## src/rtl/ncountdown_timer.sv

```systemverilog
`default_nettype none
// ============================================================================
// ncountdown_timer: loadable tick-driven down-counter with one-cycle expiry pulse.
// Optional periodic mode via NCOUNTDOWN_AUTORELOAD_EN. Revision: 1.0
// ============================================================================
module ncountdown_timer #(
  parameter int busSize = 8
) (
  input  logic               clk,
  input  logic               rst,
  input  logic               tick,
  input  logic               start,
  input  logic               abort,
  input  logic [busSize-1:0] load_value,
`ifdef NCOUNTDOWN_AUTORELOAD_EN
  input  logic               auto_reload,
`endif
  output logic [busSize-1:0] count,
  output logic               busy,
  output logic               done
);

  typedef enum logic [0:0] {
    S_IDLE = 1'b0,
    S_RUN  = 1'b1
  } state_t;

  localparam logic [busSize-1:0] c_zero = '0;
  localparam logic [busSize-1:0] c_one  = busSize'(1);

  state_t             state_q, state_d;
  logic [busSize-1:0] count_q, count_d;
  logic               busy_q, busy_d;
  logic               done_q, done_d;
`ifdef NCOUNTDOWN_AUTORELOAD_EN
  logic [busSize-1:0] period_q, period_d;
`endif

  always_ff @(posedge clk) begin
    if (rst) begin
      state_q  <= S_IDLE;
      count_q  <= c_zero;
      busy_q   <= 1'b0;
      done_q   <= 1'b0;
`ifdef NCOUNTDOWN_AUTORELOAD_EN
      period_q <= c_zero;
`endif
    end else begin
      state_q  <= state_d;
      count_q  <= count_d;
      busy_q   <= busy_d;
      done_q   <= done_d;
`ifdef NCOUNTDOWN_AUTORELOAD_EN
      period_q <= period_d;
`endif
    end
  end

  // Priority: abort > start > tick. Decrement is gated by count, so no wrap.
  always_comb begin
    state_d  = state_q;
    count_d  = count_q;
    done_d   = 1'b0;
`ifdef NCOUNTDOWN_AUTORELOAD_EN
    period_d = period_q;
`endif
    if (abort) begin
      state_d = S_IDLE;
      count_d = c_zero;
    end else if (start) begin
`ifdef NCOUNTDOWN_AUTORELOAD_EN
      period_d = load_value;
`endif
      if (load_value != c_zero) begin
        state_d = S_RUN;
        count_d = load_value;
      end else begin
        state_d = S_IDLE;
        count_d = c_zero;
        done_d  = 1'b1;
      end
    end else if (tick && (state_q == S_RUN)) begin
      if (count_q > c_one) begin
        count_d = count_q - c_one;
      end else if (count_q == c_one) begin
        done_d  = 1'b1;
        state_d = S_IDLE;
        count_d = c_zero;
`ifdef NCOUNTDOWN_AUTORELOAD_EN
        if (auto_reload) begin
          state_d = S_RUN;
          count_d = period_q;
        end
`endif
      end
    end
    busy_d = (state_d == S_RUN);
  end

  assign count = count_q;
  assign busy  = busy_q;
  assign done  = done_q;

endmodule
`default_nettype wire
```

## config.mk

```make
export PLATFORM = sky130hd
export DESIGN_NAME = ncountdown_timer
export DESIGN_NICKNAME = d
export VERILOG_FILES = /design/src/rtl/ncountdown_timer.sv
export SDC_FILE = /design/constraint.sdc
export NUM_CORES = 1
export LEC_CHECK = 0
export ABC_AREA = 0
export BUFFER_PORTS_ARGS = -buffer_cell sky130_fd_sc_hd__buf_2
export CAP_MARGIN = 20
export CORE_MARGIN = 3
export CORE_UTILIZATION = 51
export CTS_CLUSTER_DIAMETER = 30
export DETAILED_ROUTE_END_ITERATION = 6
export GPL_TIMING_DRIVEN = 1
export HOLD_SLACK_MARGIN = 0.12
export PLACE_DENSITY = 0.81
export SLEW_MARGIN = 5
export SYNTH_ARGS = -nofsm -noshare
export SYNTH_HDL_FRONTEND = slang
export SYNTH_SLANG_ARGS = --single-unit
```

## constraint.sdc

```tcl
create_clock -name clk -period 2.8 [get_ports clk]
set_input_delay 0.14 -clock clk [delete_from_list [all_inputs] [get_ports clk]]
set_output_delay 0.14 -clock clk [all_outputs]
set_load 0.05 [all_outputs]
```

* Word-level counts from Yosys, hierarchy flattened
Cells that the tools add are included.
** Word-level totals
- Flip-flop bits (word level) :: 10
- Bits of input ports :: 13
- Output and inout bits :: 10
- Logic and storage cells :: 30
** Operators by class
- Add/subtract/negate cells :: 1
- $lt $le $gt $ge :: 1
- Equality and inequality tests :: 2
- Multiplexer cells :: 15
- Reduce and logical (&&, ||, !) cells :: 8
** Operator list (count)
- $mux W8 :: 5
- $mux W1 :: 10
- $eq A8 B1 Y1 const B :: 1
- $gt A8 B1 Y1 const B :: 1
- $reduce_bool A8 Y1 :: 1
- $sub A8 B1 Y8 const B :: 1
- $reduce_bool A2 Y1 :: 2
- $reduce_and A3 Y1 :: 1
- $reduce_bool A3 Y1 :: 1
- $ne A2 B2 Y1 const B :: 1
- $reduce_and A2 Y1 :: 1
- $reduce_or A2 Y1 :: 1
- $logic_and A1 B1 Y1 :: 1

* Longest topological paths before layout
- Depth in word-level cells :: 5
- Gate-level depth with buffers :: 6
- Depth with buffers taken out :: 6

* Worst setup path after synthesis
OpenSTA, ideal clock, no wires.
- Kind :: register -> register
- From :: reg count_q[0] (netlist: count[0])
- To :: reg count_q[7] (netlist: count[7])
- Library setup time :: 0.074 ns
- Arrival time :: 1.988 ns
- Data required time :: 2.726 ns
- Setup slack :: 0.738 ns
- Cell stages (with the launch flop) :: 6
- Buffers on the path :: 0
- Period minus slack after synthesis :: 2.062 ns
- Cell sequence :: dfxtp_1 inv_1 ha_1 or2_2 or4_1 a31oi_1
** On the way
- Cells in the longest elaborated chain, start to end :: 4
- Elaborated cells on any way between the ends :: 8
- Classes of those cells :: add/sub (1); order compare (1); eq/ne (1); mux (3); reduce/logical (2)
** Ends and longest elaborated chain
- start, declared :: line 32 : logic [busSize-1:0] count_q, count_d;
- start signal, assigned :: line 42 : count_q <= c_zero;
- start signal, assigned :: line 50 : count_q <= count_d;
- $sub A8 B1 Y8 or $gt A8 B1 Y1 (tied branches) :: line 84, 83
- $mux W8 :: line 83 : if (count_q > c_one) begin
- $mux W8 :: line 82 : end else if (tick && (state_q == S_RUN)) begin
- $mux W8 :: line 70 : end else if (start) begin
Parallel ways exist; a longest one is shown, timed or not. The select of a mux whose other input is x is not followed.
A chain may end at the register's enable or synchronous reset.

* Worst setup path after layout
- From :: reg count_q[3] (netlist: count[3])
- To :: reg count_q[1] (netlist: count[1])
** On the way
- Cells in the longest elaborated chain, start to end :: 4
- Elaborated cells on any way between the ends :: 7
- Classes of those cells :: order compare (1); eq/ne (1); mux (3); reduce/logical (2)
** Ends and longest elaborated chain (line)
- $gt A8 B1 Y1 :: 83
- $mux W8 :: 83
- $mux W8 :: 82
- $mux W8 :: 70
Parallel ways exist; a longest one is shown, timed or not. The select of a mux whose other input is x is not followed.

==> impl_metrics.toml <==
[outcome]
status = "completed"

[placement]
dpl.hpwl_mm = 1.22
port_buffers = 22
gp_routability_congestion = 0.916
dp_cells = 112

[clock_tree]
root_buffer = "clkbuf_4"
cts.path.max_buffers = 2
tritoncts = "built"
htreeDepth = 1
worstSkewPairLatency_ns = 0.27
clkTransAtPathRegs_ns = 0.07
cts_resized = 0
cts_setup_buffers = 0
cts_hold_buf = 0
numCtsBuffers = 3
clkSinkCount = 10

[timing]
final_hold_viol_count = 0
fmax_mhz = 502
final.setup_skew_ns = 0.00109
slew_headroom = 0.567
worst_pin_slew_ns = 0.641
report.final.slew_viol_count = 0
setup_tns_ns = 0
setup_viol = 0
fin_crit_sh = 0.711
post-route-min-period_ns = 1.99
grt_setup_unrepaired = "no"

[grt]
grt_max_degree = 25
grt-ovfl-total = 0
grt_pass1_wl_mm = 2.87
antenna_found_initial = 0
grt_pass1_vias = 671
grt_util_all_layers = 0.208

[worst_setup_path]
path_max_fanout = 9
crit_slowest_cell = "nor4_4"
cp.required_ns = 2.98
r2r-start = "count[3]"
rrSetupSlack_ns = 0.81
endpoint_kind = "flop"
crit_chain = "nor4_4 > a41oi_1 > or2_2 > a211oi_1"
r2r_cells = 4
critical-path-max-stage-delay_ns = 0.54
worstPathArrival_ns = 2.17
crit_type = "reg -> reg"
r2r_end = "count[1]"
cp_top_family = "simple AND/OR/NAND/NOR gates"
worst-path-buf-inv = 0
start_kind = "flop"

[synthesis]
ys_ff_latch = 10
synth_flop_cell = "dfxtp_1"
synth_area_um2 = 666
yosys_warnings = 0
synthCells = 79
yosysUniqueCellTypes = 34
ys_seq_area_frac = 0.301
synth_edf_count = 0
syn_area_per_cell_um2 = 8.43
synth.net_count = 94
async_flop_share = 0

[route]
ant_nets = 0
dr.pass1.iters = 4
totalWireLength_mm = 1.64
via_per_inst = 6.43
remaining_drc_errors = 0
via_count = 740
wire_per_inst_um = 14.3
drt-initial-drc-count = 13

[power_and_ir_drop]
powerDensity_nw_per_um2 = 437
leakagePower_nw = 0.323
irDropWorstVdd_mv = 0.364

[floorplanning]
initial_core_util = 0.568
die_h_um = 42.1
die_area_um2 = 1770
rows = 12
core-area_um2 = 1170
ioPinCount = 23
fp.dieW_um = 42.1

[final_layout]
stdcell_count = 115
syn_to_final_growth_pct = 20.1
fillers = 97
drive_gt1_frac = 0.317
diodes = 0
final_nets = 118

[min_path]
min_path_cells = 3
holdPathEnd = "count[6]"
holdCritStartpoint = "load_value[6]"
hold_path_class = "in -> reg"

[flow_run]
maxCapViolCount = 0
[cell families after synthesis]
logic type	share of synthesized area
AO/OA/AOI/OAI	0.306
flip-flops	0.301
AND/OR/NAND/NOR	0.308
buffers and inverters	0.0470
adder cells (fa/ha/maj)	0.0376
[final cells by class]
class	instances	area [um^2]	share of cell area
Timing Repair Buffer	22	110	0.138
Inverter	4	15.0	0.0188
Sequential cell	10	200	0.250
Clock buffer	3	22.5	0.0282
Multi-Input combinational cell	62	434	0.543
Tap cell	14	17.5	0.0219
[report_power, final]
part	internal (mW)	switching [mW]	leakage, nW	total (mW)
registers	0.148	0.00756	0.0815	0.155
clock network	0.0498	0.0520	0.0138	0.102
logic	0.0347	0.0577	0.228	0.0924
[per-layer routing]
metal	vias to the layer above	global-route usage	wire, um
met2	45	0.312	735
met3	2	0.0429	147
met1	332	0.271	732
met4	0	0.124	27
met5	-	0	0
li1	361	-	-
[state kept, by name (all words and copies together), names as in the netlist]
signal / cells
busy: 1
count: 8
done: 1
[per-stage QoR]
step | total power [mW] | utilization | cell area [um^2] | setup slack, ns | hold WS, ns
floorplan | 0.225 | - | 666 | 0.738 | 0.302
global placement | 0.248 | 0.663 | 777 | 0.948 | 0.432
detailed placement | 0.249 | 0.663 | 777 | 0.865 | 0.436
CTS | 0.351 | 0.683 | 800 | 0.844 | 0.145
global route | 0.369 | 0.683 | 800 | 0.631 | 0.163
finish | 0.349 | 0.683 | 800 | 0.808 | 0.151
[layout by cell type (no fill, tap or decap), types with 2 or more instances in the layout]
cell / n
buf_2: 22
dfxtp_1: 10
a21oi_1: 6
a211oi_1: 5
inv_1: 4
nand2_1: 4
and2_1: 4
o22ai_1: 4
a311oi_1: 4
nor2_1: 3
nand3_1: 3
or2_2: 3
clkbuf_4: 3
a31oi_1: 2
or3_1: 2
a22oi_1: 2
o311ai_0: 2
nor4_1: 2
ha_1: 2
[worst max-delay path by stage]
stage,from,end,slack [ns],cells after the start
5_1_grt,count[3],count[1],0.63,4
4_1_cts,count[3],count[1],0.84,4
3_3_place_gp,count[3],count[1],0.95,4
6_report,count[3],count[1],0.81,4
2_1_floorplan,count[0],count[7],0.74,5
3_5_place_dp,count[3],count[1],0.87,4
[cells in the mapped netlist, drive strengths merged (3+ instances only)]
cell    instances  area share
a211oi          5       0.056
a21oi           6       0.045
a311oi          4       0.053
and2            4       0.038
dfxtp          10        0.30
inv             4       0.023
nand2           4       0.023
nand3           3       0.023
nor2            3       0.017
nor4            3       0.051
o22ai           4       0.038
or2             3       0.028
or3             3       0.030
or4             3       0.041
[worst reg2reg max path: stages (launching register included)]
cell and delay (ns):
dfxtp_1 0.37, nor4_4 0.54, a41oi_1 0.40, or2_2 0.39, a211oi_1 0.20
Power figures use the tool's default switching activity.
